==> config.mk <==
export PLATFORM = sky130hd
export DESIGN_NAME = load_store_unit
export DESIGN_NICKNAME = d
export VERILOG_FILES = /design/src/rtl/lsu_pkg.sv /design/src/rtl/lsu_lane_align.sv /design/src/rtl/load_store_unit.sv
export SDC_FILE = /design/constraint.sdc
export NUM_CORES = 1
export LEC_CHECK = 0
export CAP_MARGIN = 0
export CORE_UTILIZATION = 46
export CTS_CLUSTER_SIZE = 10
export DETAILED_ROUTE_END_ITERATION = 16
export PLACE_DENSITY_LB_ADDON = 0.15
export SETUP_SLACK_MARGIN = 0.05
export SLEW_MARGIN = 20
export SYNTH_ARGS = -nofsm -noshare
export SYNTH_HDL_FRONTEND = slang
export SYNTH_SLANG_ARGS = --single-unit
==> constraint.sdc <==
create_clock -name clk -period 3.2 [get_ports clk]
set_input_delay 0.32 -clock clk [delete_from_list [all_inputs] [get_ports clk]]
set_output_delay 0.32 -clock clk [all_outputs]
set_load 0.05 [all_outputs]
==> src/rtl/lsu_pkg.sv <==
// Shared encodings for the load/store unit: funct3 widths, FSM states, lane offset width.
package lsu_pkg;

  localparam int unsigned OFF_W = 2;

  localparam logic [2:0] F3_B  = 3'b000;
  localparam logic [2:0] F3_H  = 3'b001;
  localparam logic [2:0] F3_W  = 3'b010;
  localparam logic [2:0] F3_BU = 3'b100;
  localparam logic [2:0] F3_HU = 3'b101;

  typedef enum logic [1:0] {
    IDLE   = 2'd0,
    ACCESS = 2'd1,
    WAIT   = 2'd2,
    RESP   = 2'd3
  } lsu_state_t;

  // Unsigned widths exist only for loads; anything else outside B/H/W is undefined.
  function automatic logic f3_illegal(input logic we, input logic [2:0] f3);
    logic ill;
    case (f3)
      F3_B, F3_H, F3_W: ill = 1'b0;
      F3_BU, F3_HU:     ill = we;
      default:          ill = 1'b1;
    endcase
    return ill;
  endfunction

endpackage

==> src/rtl/lsu_lane_align.sv <==
// Combinational byte-lane steering: store masks/replication, load extraction and extension.
module lsu_lane_align
  import lsu_pkg::*;
#(
  parameter int unsigned DATA_WIDTH = 32,
  parameter int unsigned RAM_AMOUNT = 4
) (
  input  logic [2:0]            i_funct3,
  input  logic [OFF_W-1:0]      i_off,
  input  logic [DATA_WIDTH-1:0] i_wdata,
  input  logic [DATA_WIDTH-1:0] i_mem_dout,
  output logic [RAM_AMOUNT-1:0] o_ctrl,
  output logic [DATA_WIDTH-1:0] o_di,
  output logic [DATA_WIDTH-1:0] o_rdata,
  output logic                  o_misaligned
);

  localparam int unsigned SH_W = OFF_W + 3;

  logic [SH_W-1:0]       w_shamt;
  logic [DATA_WIDTH-1:0] w_lane;

  assign w_shamt = {i_off, 3'b000};
  assign w_lane  = i_mem_dout >> w_shamt;

  always_comb begin
    o_ctrl       = '0;
    o_di         = '0;
    o_rdata      = '0;
    o_misaligned = 1'b0;
    case (i_funct3)
      F3_B, F3_BU: begin
        o_ctrl  = RAM_AMOUNT'(1) << i_off;
        o_di    = {(DATA_WIDTH/8){i_wdata[7:0]}};
        o_rdata = (i_funct3 == F3_B) ? {{(DATA_WIDTH-8){w_lane[7]}}, w_lane[7:0]}
                                     : {{(DATA_WIDTH-8){1'b0}}, w_lane[7:0]};
      end
      F3_H, F3_HU: begin
        o_ctrl       = RAM_AMOUNT'(2'b11) << {i_off[1], 1'b0};
        o_di         = {(DATA_WIDTH/16){i_wdata[15:0]}};
        o_rdata      = (i_funct3 == F3_H) ? {{(DATA_WIDTH-16){w_lane[15]}}, w_lane[15:0]}
                                          : {{(DATA_WIDTH-16){1'b0}}, w_lane[15:0]};
        o_misaligned = i_off[0];
      end
      F3_W: begin
        o_ctrl       = '1;
        o_di         = i_wdata;
        o_rdata      = w_lane;
        o_misaligned = (i_off != '0);
      end
      default: begin
        o_ctrl       = '0;
        o_di         = '0;
        o_rdata      = '0;
        o_misaligned = 1'b0;
      end
    endcase
  end

endmodule

==> src/rtl/load_store_unit.sv <==
// Single-outstanding load/store initiator for the 4-bank byte-enabled data memory.
module load_store_unit
  import lsu_pkg::*;
#(
  parameter int unsigned DATA_WIDTH = 32,
  parameter int unsigned RAM_AMOUNT = 4
) (
  input  logic                  clk,
  input  logic                  rst_n,
  input  logic                  req_valid,
  output logic                  req_ready,
  input  logic                  req_we,
  input  logic [2:0]            req_funct3,
  input  logic [DATA_WIDTH-1:0] req_addr,
  input  logic [DATA_WIDTH-1:0] req_wdata,
  output logic                  resp_valid,
  output logic [DATA_WIDTH-1:0] resp_rdata,
  output logic                  resp_err,
  output logic                  mem_we,
  output logic                  mem_rd,
  output logic [RAM_AMOUNT-1:0] mem_ctrl,
  output logic [DATA_WIDTH-1:0] mem_addr,
  output logic [DATA_WIDTH-1:0] mem_di,
  input  logic [DATA_WIDTH-1:0] mem_dout,
  input  logic                  mem_dout_ready
);

  lsu_state_t r_state, w_state_nxt;

  logic                  r_we;
  logic [2:0]            r_funct3;
  logic [OFF_W-1:0]      r_off;

  logic                  r_req_ready, r_resp_valid, r_resp_err, r_mem_we, r_mem_rd;
  logic [DATA_WIDTH-1:0] r_resp_rdata, r_mem_addr, r_mem_di;
  logic [RAM_AMOUNT-1:0] r_mem_ctrl;

  logic                  w_req_ready_nxt, w_resp_valid_nxt, w_resp_err_nxt;
  logic                  w_mem_we_nxt, w_mem_rd_nxt;
  logic [DATA_WIDTH-1:0] w_resp_rdata_nxt, w_mem_addr_nxt, w_mem_di_nxt;
  logic [RAM_AMOUNT-1:0] w_mem_ctrl_nxt;

  logic [2:0]            w_funct3;
  logic [OFF_W-1:0]      w_off;
  logic [RAM_AMOUNT-1:0] w_ctrl;
  logic [DATA_WIDTH-1:0] w_di, w_ld_data;
  logic                  w_misaligned, w_req_err;

  // Shared aligner sees the incoming request in IDLE and the latched load afterwards.
  assign w_funct3 = (r_state == IDLE) ? req_funct3 : r_funct3;
  assign w_off    = (r_state == IDLE) ? req_addr[OFF_W-1:0] : r_off;

  lsu_lane_align #(
    .DATA_WIDTH (DATA_WIDTH),
    .RAM_AMOUNT (RAM_AMOUNT)
  ) u_align (
    .i_funct3     (w_funct3),
    .i_off        (w_off),
    .i_wdata      (req_wdata),
    .i_mem_dout   (mem_dout),
    .o_ctrl       (w_ctrl),
    .o_di         (w_di),
    .o_rdata      (w_ld_data),
    .o_misaligned (w_misaligned)
  );

  assign w_req_err = f3_illegal(req_we, req_funct3) | w_misaligned;

  always_comb begin
    w_state_nxt      = r_state;
    w_mem_we_nxt     = 1'b0;
    w_mem_rd_nxt     = 1'b0;
    w_mem_ctrl_nxt   = '0;
    w_mem_addr_nxt   = '0;
    w_mem_di_nxt     = '0;
    w_resp_err_nxt   = 1'b0;
    w_resp_rdata_nxt = '0;
    case (r_state)
      IDLE: begin
        if (req_valid) begin
          if (w_req_err) begin
            w_state_nxt    = RESP;
            w_resp_err_nxt = 1'b1;
          end else begin
            w_state_nxt    = ACCESS;
            w_mem_we_nxt   = req_we;
            w_mem_rd_nxt   = !req_we;
            w_mem_ctrl_nxt = req_we ? w_ctrl : '1;
            w_mem_addr_nxt = {OFF_W'(0), req_addr[DATA_WIDTH-1:OFF_W]};
            w_mem_di_nxt   = req_we ? w_di : '0;
          end
        end
      end
      ACCESS: w_state_nxt = r_we ? RESP : WAIT;
      WAIT: begin
        if (mem_dout_ready) begin
          w_state_nxt      = RESP;
          w_resp_rdata_nxt = w_ld_data;
        end
      end
      RESP:    w_state_nxt = IDLE;
      default: w_state_nxt = IDLE;
    endcase
  end

  assign w_resp_valid_nxt = (w_state_nxt == RESP);
  assign w_req_ready_nxt  = (w_state_nxt == IDLE);

  always_ff @(posedge clk or negedge rst_n) begin
    if (!rst_n) begin
      r_state      <= IDLE;
      r_req_ready  <= 1'b1;
      r_resp_valid <= 1'b0;
      r_resp_err   <= 1'b0;
      r_resp_rdata <= '0;
      r_mem_we     <= 1'b0;
      r_mem_rd     <= 1'b0;
      r_mem_ctrl   <= '0;
      r_mem_addr   <= '0;
      r_mem_di     <= '0;
    end else begin
      r_state      <= w_state_nxt;
      r_req_ready  <= w_req_ready_nxt;
      r_resp_valid <= w_resp_valid_nxt;
      r_resp_err   <= w_resp_err_nxt;
      r_resp_rdata <= w_resp_rdata_nxt;
      r_mem_we     <= w_mem_we_nxt;
      r_mem_rd     <= w_mem_rd_nxt;
      r_mem_ctrl   <= w_mem_ctrl_nxt;
      r_mem_addr   <= w_mem_addr_nxt;
      r_mem_di     <= w_mem_di_nxt;
    end
  end

  // Request fields needed after acceptance for load extraction and next-state decode.
  always_ff @(posedge clk or negedge rst_n) begin
    if (!rst_n) begin
      r_we     <= 1'b0;
      r_funct3 <= '0;
      r_off    <= '0;
    end else if (r_state == IDLE && req_valid) begin
      r_we     <= req_we;
      r_funct3 <= req_funct3;
      r_off    <= req_addr[OFF_W-1:0];
    end
  end

  assign req_ready  = r_req_ready;
  assign resp_valid = r_resp_valid;
  assign resp_err   = r_resp_err;
  assign resp_rdata = r_resp_rdata;
  assign mem_we     = r_mem_we;
  assign mem_rd     = r_mem_rd;
  assign mem_ctrl   = r_mem_ctrl;
  assign mem_addr   = r_mem_addr;
  assign mem_di     = r_mem_di;

endmodule

**Word-level counts from Yosys, hierarchy flattened**

Index checks and enable logic that the tools add are counted.

- Register bits: 113
- Input port bits: 104

- Reduce and logical (&&, ||, !) cells: 11
- Bitwise logic cells: 1
- Multiplexer cells: 36
- Equal/unequal tests: 12
- Shift operators: 3

Operator list:

| operator | number |
|---|---|
| 32-bit two-way mux | 8 |
| 32-bit case mux with 3 select lines | 2 |
| 30-bit two-way mux | 3 |
| 32-bit by 5-bit >> shifter with 32-bit output | 1 |
| 4-bit two-way mux | 4 |
| 3-bit == test, second input constant | 4 |
| 4-bit case mux with 3 select lines | 1 |
| 1-bit two-way mux | 10 |
| 2-bit two-way mux | 4 |
| 2-bit case mux with 4 select lines | 1 |
| 2-bit == test, second input constant | 3 |
| 3-bit by 1-bit == test with 1-bit output, second input constant | 2 |
| 3-bit by 2-bit == test with 1-bit output, second input constant | 2 |
| 3-bit logical NOT | 2 |
| 2-bit OR reduction | 3 |
| 2-bit logical NOT | 2 |
| 1-bit case mux with 2 select lines | 2 |
| 1-bit by 2-bit left shift with 4-bit output, first input constant | 1 |
| 2-bit by 2-bit left shift with 4-bit output, first input constant | 1 |
| 3-bit two-way mux | 1 |
| 3-bit OR reduction | 1 |
| 2-bit by 1-bit == test with 1-bit output, second input constant | 1 |
| 2-bit nonzero test | 1 |
| 1-bit logical AND | 1 |
| other kinds (2) | 2 |

**Depth between registers and ports, before layout**

Gate-level depths: netlist of the first run.

- Word-level depth: 10
- Mapped depth: 11
- Depth with buffers taken out: 7

**Hierarchy**

From an unflattened synthesis of the first run, not the netlist that was laid out.

- Cells, all modules: 468
- Area total of the unflattened synthesis: 5,124.9 um^2

By module, submodules not included:

| module | cells an instance | area each (um^2) | instances |
|---|---|---|---|
| load_store_unit | 268 | 3,792.4 | 1 |
| lsu_lane_align | 200 | 1,332.5 | 1 |

**Worst setup path before layout of the first run**

OpenSTA, ideal clock, no wires.

- Kind: register to register
- Start point: register r_state[0]
- End point: register r_resp_rdata[19], in the netlist resp_rdata[19]
- Path buffers: 2
- Path slack: 1.171 ns
- Clock period less this slack: 2.029 ns
- Cell stages (with the launch flop): 10
- Library setup time: 0.087 ns
- Arrival time: 1.942 ns
- Cells stage by stage: dfrtp_1 -> inv_1 -> ha_1 -> buf_6 -> mux2_4 -> mux2i_1 -> a211oi_2 -> nand4_2 -> buf_6 -> o211ai_1

- Word-level cells in the longest chain between the ends: 7

Ends and longest elaborated chain:

| element | line | text |
|---|---|---|
| start: declaration | load_store_unit.sv:28 | `lsu_state_t r_state, w_state_nxt;` |
| start signal: assignment | load_store_unit.sv:122 | `r_state <= w_state_nxt;` |
| 2-bit logical NOT | load_store_unit.sv:50, load_store_unit.sv:51 |  |
| 2-bit two-way mux / 3-bit two-way mux (equally long branches) | load_store_unit.sv:51, load_store_unit.sv:50 |  |
| 32-bit by 5-bit >> shifter with 32-bit output (tied with other cells) | lsu_lane_align.sv:24 | `assign w_lane = i_mem_dout >> w_shamt;` |
| 32-bit two-way mux (tied with other cells) | lsu_lane_align.sv:41 | `o_rdata = (i_funct3 == F3_H) ? {{(DATA_WIDTH-16){w_lane[15]}}, w_lane[15:0]}` |
| 32-bit case mux with 3 select lines | lsu_lane_align.sv:31 | `case (i_funct3)` |
| 32-bit two-way mux | load_store_unit.sv:96 | `if (mem_dout_ready) begin` |
| 32-bit two-way mux (*) | load_store_unit.sv:78 | `case (r_state)` |
| named net w_resp_rdata_nxt[19] | load_store_unit.sv:40 | `logic [DATA_WIDTH-1:0] w_resp_rdata_nxt, w_mem_addr_nxt, w_mem_di_nxt;` |
| end signal: assignment | load_store_unit.sv:126 | `r_resp_rdata <= w_resp_rdata_nxt;` |
| end: declaration | load_store_unit.sv:35 | `logic [DATA_WIDTH-1:0] r_resp_rdata, r_mem_addr, r_mem_di;` |

The timed path passes the listed nets; every way through them passes the cells marked *.
A chain may end at the register's enable or synchronous reset.

**Final worst setup path of the first run**

- Start point: register r_state[0]
- End point: register r_resp_rdata[22], in the netlist resp_rdata[22]

The elaborated chain is that of the path after synthesis.

==> run metrics, run 1 <==
status=finished, final reports clean; Avg Cell Area, Syn=10.6 µm²; CTS max path bufs=2; CTS HTree Levels=3; highest routed layer=met4; hpwl dp=10100 µm; total die area=0.0109 mm²; critical path's largest stage delay=0.51 ns; CP required=3.47 ns; Slew Limit Fails=0; Final TNS setup=0 ns; Clk pwr share=16.3%; final wirelength=13900 µm; crit-path cells=inv_1 -> ha_2 -> mux2_4 -> mux2i_1 -> a211oi_2 -> nand4_2 -> o211ai_1; aggregate global-route resource usage=26.0%; final hold violations=0; Slew @ Worst Pin=0.671 ns; Tcrit/Tclk final=86.7%; DR WL met2=7130 µm; nets=761; post-DR vias/cell=5.30; Num CTS Buffers=9; Synth Register Bits=111; vias in the first global route=4254; CTS tree=built; IO Pins=209; EDFF count, synth=0; critical path start-end classification=reg -> reg; CP Capture Point=resp_rdata[22]; Die Span Y=104 µm; Synth Instances=456; Clock transition at path regs=0.12 ns; Peak VDD IR=583 µV; top cell type's share of synthesized area=57.1%; clock sink total=111; IO buf count=206; Seq/Total Area, Yosys=57.6%; worst r2r src=r_state[0]; CP Depth=7; Int Pwr=3.04 mW; Setup Skew=0.0135 ns; initial antenna violation count=0; RSZ-0062 raised after global routing=no; MaxCap Viol Count=0; Final Power=5.59 mW; worst reg2reg path depth=7; synthesized area=0.00482 mm²; Ant. Diodes=0; sequential share of power=31.2%; setup violators final=0; gr ovfl total=0; YS warnings=0; Skew-Pair Late Insertion Delay=0.37 ns; wire length per cell=17.5 µm; Combinational Power Share=52.6%; Initial Util=47.2%; WL met3=712 µm; DRC=0; Worst EP arrival=3.05 ns; # rows=37; Buf/Inv on CP=1; ys flop type=dfrtp_1; drt pass-1 iters=4; DIE WIDTH=104 µm; Area growth syn-to-layout=49.2%; switching share of power=45.5%; GP Congestion=0.873; relative slew slack=55.3%; CP top delay family=compound AO/OA/AOI/OAI gates; crit-path max FO=23; core area=0.0102 mm²; Startpoint Class=register; Root Driver=clkbuf_8; largest net degree at the start of global routing=59; Fmax=360 MHz; largest area contributor in the netlist=dfrtp_1; leakage power=3.43 nW; Async SR Flop Fraction=100%; Final min period=2.78 ns; NetSw=2.54 mW; Unique masters post-synth=48; DR vias=4210; share of cells above drive strength 1=6.53%; r2r endpoint=resp_rdata[22]; M1 WL=5790 µm; main area contributors after synthesis=dfrtp_1, nand2_1, mux2i_1; first-pass GRT wire length=22100 µm; DRT iter0 DRCs=175; CP max stage cell=nand4_2; Worst setup startpoint=r_state[0]; Critical Path End Type=register; pwr/cell area=776 mW/mm²; Antenna Nets Post-Route=0; HP Class=in -> reg; Worst R2R Setup Slack=0.42 ns
[final cells by class]
| cell class | count | area [µm²] |
|---|---|---|
| repair buffers | 216 | 2150 |
| inverters | 6 | 22.5 |
| clock buffers | 9 | 124 |
| multi-input cells | 310 | 1860 |
| flip-flops and latches | 111 | 2780 |
| well taps | 136 | 170 |
| fillers | 786 | 3030 |
| clock inverters | 7 | 97.6 |
[metrics by stage]
step / setup WS [ns] / hold WS, ns / util [%] / area, µm² / cells
2_1_floorplan: 1.17 / 0.0244 / - / 4830 / 457
3_3_place_gp: 0.432 / 0.392 / 68.1 / 6970 / 778
3_5_place_dp: 0.273 / 0.397 / 68.1 / 6970 / 778
4_1_cts: 0.253 / 0.484 / 70.3 / 7200 / 795
5_1_grt: 0.220 / 0.502 / 70.4 / 7200 / 795
6_report: 0.424 / 0.500 / 70.4 / 7200 / 795
[state kept, by name (all words and copies together) (netlist names)]
signal,flops
req_ready,1
mem_we,1
resp_err,1
resp_rdata,32
r_off,2
mem_rd,1
resp_valid,1
r_funct3,3
mem_ctrl,4
r_state,2
mem_di,32
mem_addr,30
r_we,1
[routing by layer]
metal | vias to the layer above | track usage, %
li1 | 1973 | -
met1 | 2058 | 32.8
met2 | 159 | 44.9
met3 | 20 | 4.07
met4 | 0 | 9.39
met5 | - | 0
[cell usage after synthesis (5+ instances only)]
| cell | count |
|---|---|
| buf_2 | 10 |
| and2_1 | 6 |
| a211oi_1 | 7 |
| o211ai_1 | 8 |
| o21ai_0 | 11 |
| nand3_1 | 16 |
| a21oi_1 | 22 |
| clkbuf_1 | 9 |
| nor2_1 | 39 |
| inv_1 | 6 |
| buf_4 | 5 |
| nand2_1 | 80 |
| mux2i_1 | 24 |
| dfrtp_1 | 110 |
| a22oi_1 | 7 |
| a31oi_1 | 12 |
| and3_1 | 38 |
[worst reg2reg max path, stage by stage (launching register included)]
cell and delay [ns]:
dfrtp_1 0.41, inv_1 0.11, ha_2 0.46, mux2_4 0.40, mux2i_1 0.18, a211oi_2 0.32
nand4_2 0.51, o211ai_1 0.31
[cells in the final DEF (no fill, tap or decap), types with 2 or more instances in the layout]
cell	n
o21ai_0	11
mux2_4	2
a211oi_1	7
ha_1	2
mux2i_1	23
clkdlybuf4s50_1	205
and3_1	38
nor3_1	4
o221ai_1	2
nand2_1	80
nand3_1	16
a32oi_1	2
nand2b_1	4
a21oi_1	22
inv_1	6
nor2_1	39
clkbuf_8	9
inv_8	3
buf_4	9
and2_1	6
dfrtp_1	110
mux2i_4	2
o211ai_1	8
a31oi_1	12
a22oi_1	7
o21a_1	2
conb_1	2
[cells by family after synthesis]
| logic type | Yosys count | share of synthesized area (%) |
|---|---|---|
| compound gates | 80 | 11.1 |
| fa+ha+maj | 3 | 0.778 |
| buf+inv | 36 | 4.30 |
| flops | 111 | 57.6 |
| mux | 29 | 6.59 |
| other cells | 1 | 0.0777 |
| simple gates | 196 | 19.6 |
[power by group through the flow]
stage               clock network [mW]  registers (mW)  logic [mW]
finish                           0.909            1.74        2.94
floorplan                            0            2.35        1.48
detailed placement                   0            1.77        2.90
global route                     0.965            1.77        3.15
CTS                              0.929            1.74        2.92
global placement                     0            1.76        2.84
[how the worst min path moves through the flow]
| stage | slack, ns | endpoint | depth (start not counted) | start |
|---|---|---|---|---|
| floorplan | 0.02 | mem_addr[0] | 0 | rst_n |
| global placement | 0.39 | mem_addr[28] | 1 | rst_n |
| detailed placement | 0.40 | mem_addr[22] | 1 | rst_n |
| CTS | 0.48 | mem_addr[20] | 2 | req_addr[22] |
| global route | 0.50 | mem_addr[1] | 2 | req_addr[3] |
| finish | 0.50 | mem_addr[20] | 2 | req_addr[22] |
[timing repair]
| item | in CTS | in global routing |
|---|---|---|
| buffers inserted | 0 | 0 |
| hold buffers | 1 | 0 |
| hold endpoints to repair | 7 | 0 |
| gates resized for setup | 0 | 1 |
| endpoints found under the setup margin | 0 | 13 |
Power figures use the tool's default switching activity.
==> run 2: changes to the inputs <==
CORE_UTILIZATION = 36   (was 46)
PLACE_DENSITY_LB_ADDON = 0.3   (was 0.15)
SKIP_CTS_REPAIR_TIMING = 1   (was unset)
==> run metrics, run 2 (synthesis gave the netlist of run 1 again) <==
drt pass-1 iters=5; final worst setup slack=0.361 ns; Critical Path End Type=register; relative slew slack=51.0%; setup violators final=0; CTS max path bufs=2; Clock transition at path regs=0.07 ns; Finished Cell Area=0.00731 mm²; Final Power=5.83 mW; nets=762; Initial Util=37.6%; crit-path max FO=23; Fmax=352 MHz; critical path start-end classification=reg -> reg; Slew @ Worst Pin=0.735 ns; Peak VDD IR=433 µV; DR vias=4258; post-DR vias/cell=5.12; total die area=0.0139 mm²; Area growth syn-to-layout=51.6%; Placement Setup Slack=0.434 ns; Tcrit/Tclk final=88.7%; final wirelength=14600 µm; WHS=0.0352 ns; Post-Place Cell Area=0.00701 mm²; switching share of power=43.4%; sequential share of power=30.0%; Final min period=2.84 ns; Startpoint Class=register; aggregate global-route resource usage=21.3%; initial antenna violation count=0; core area=0.0128 mm²; largest net degree at the start of global routing=57; DRT iter0 DRCs=296; Setup Skew=0.00598 ns; first-pass GRT wire length=23100 µm; Placed Cells incl. Taps=816; RSZ-0062 raised after global routing=no; gr ovfl total=0; MaxCap Viol Count=0; pwr/cell area=797 mW/mm²; Root Driver=clkbuf_16; DIE WIDTH=118 µm; IO Pins=209; IO buf count=206; hpwl dp=10900 µm; CTS tree=built; commonest non-fill, non-tap cell in the layout=clkdlybuf4s50_1; most frequent cells in the layout=clkdlybuf4s50_1, dfrtp_1, nand2_1; vias in the first global route=4299; Non-Filler Instances=832; Combinational Power Share=50.6%; Int Pwr=3.30 mW; NetSw=2.53 mW; Slew Limit Fails=0; GP Congestion=0.930; Final TNS setup=0 ns; share of cells above drive strength 1=6.06%; DRC=0; Die Span Y=118 µm; Clk pwr share=19.5%; # rows=41; worst reg2reg path depth=7; CTS HTree Levels=3; Worst EP arrival=3.08 ns; HP Class=in -> async; final hold violations=0; Skew-Pair Late Insertion Delay=0.34 ns; Ant. Diodes=0; Antenna Nets Post-Route=0; Final Core Density=57.0%; # fillers=1107; CP required=3.44 ns; status=finished, final reports clean; clock sink total=111; Num CTS Buffers=9; leakage power=3.47 nW; wire length per cell=17.6 µm
## run 2: final cells by class
cell class | count | area, µm² | area share, %
flip-flops and latches | 111 | 2780 | 38.0
repair buffers | 217 | 2140 | 29.3
multi-input cells | 310 | 1850 | 25.3
clock buffers | 14 | 264 | 3.61
well taps | 172 | 215 | 2.94
clock inverters | 2 | 38.8 | 0.530
inverters | 6 | 22.5 | 0.308
## run 2: power by group through the flow
stage                     registers (mW)  logic [mW]  clock network (mW)
final                               1.75        2.95                1.13
after global routing                1.77        3.15                1.22
after CTS                           1.75        2.93                1.17
after detailed placement            1.78        2.91                   0
after global placement              1.77        2.86                   0
after floorplan                     2.35        1.48                   0
## run 2: worst paths after layout
kind | startpoint | to | slack (ns)
worst max-delay path | r_state[0] | resp_rdata[18] | 0.36
worst min-delay path | rst_n | resp_rdata[5] | 0.04
worst max register to register | r_state[0] | resp_rdata[18] | 0.36
worst min register to register | r_we | r_we | 0.49
max in group asynchronous | rst_n | resp_rdata[29] | 2.28
min in group clk | r_we | r_we | 0.49
## run 2: worst max-delay path, cell delays in order, from the launching register on
cell and delay, ns:
dfrtp_1 0.40, inv_1 0.10, ha_1 0.40, buf_4 0.32, nand2b_1 0.20, and2_1 0.41
nand4_2 0.56, o211ai_1 0.34
## run 2: per-layer routing
metal / wire (µm) / vias up / track usage [%] / part of all wire, %
li1: - / 1978 / - / -
met4: 643 / 0 / 12.5 / 4.4
met1: 6120 / 2042 / 26.4 / 42
met2: 7090 / 196 / 35.0 / 48
met3: 793 / 42 / 3.54 / 5.4
met5: 0 / - / 0 / 0
==> run 3: changes to the inputs <==
CTS_CLUSTER_SIZE = unset   (was 10)
==> results of run 3 <==
No change in the layout: final DEF, timing and power equal those of run 2.
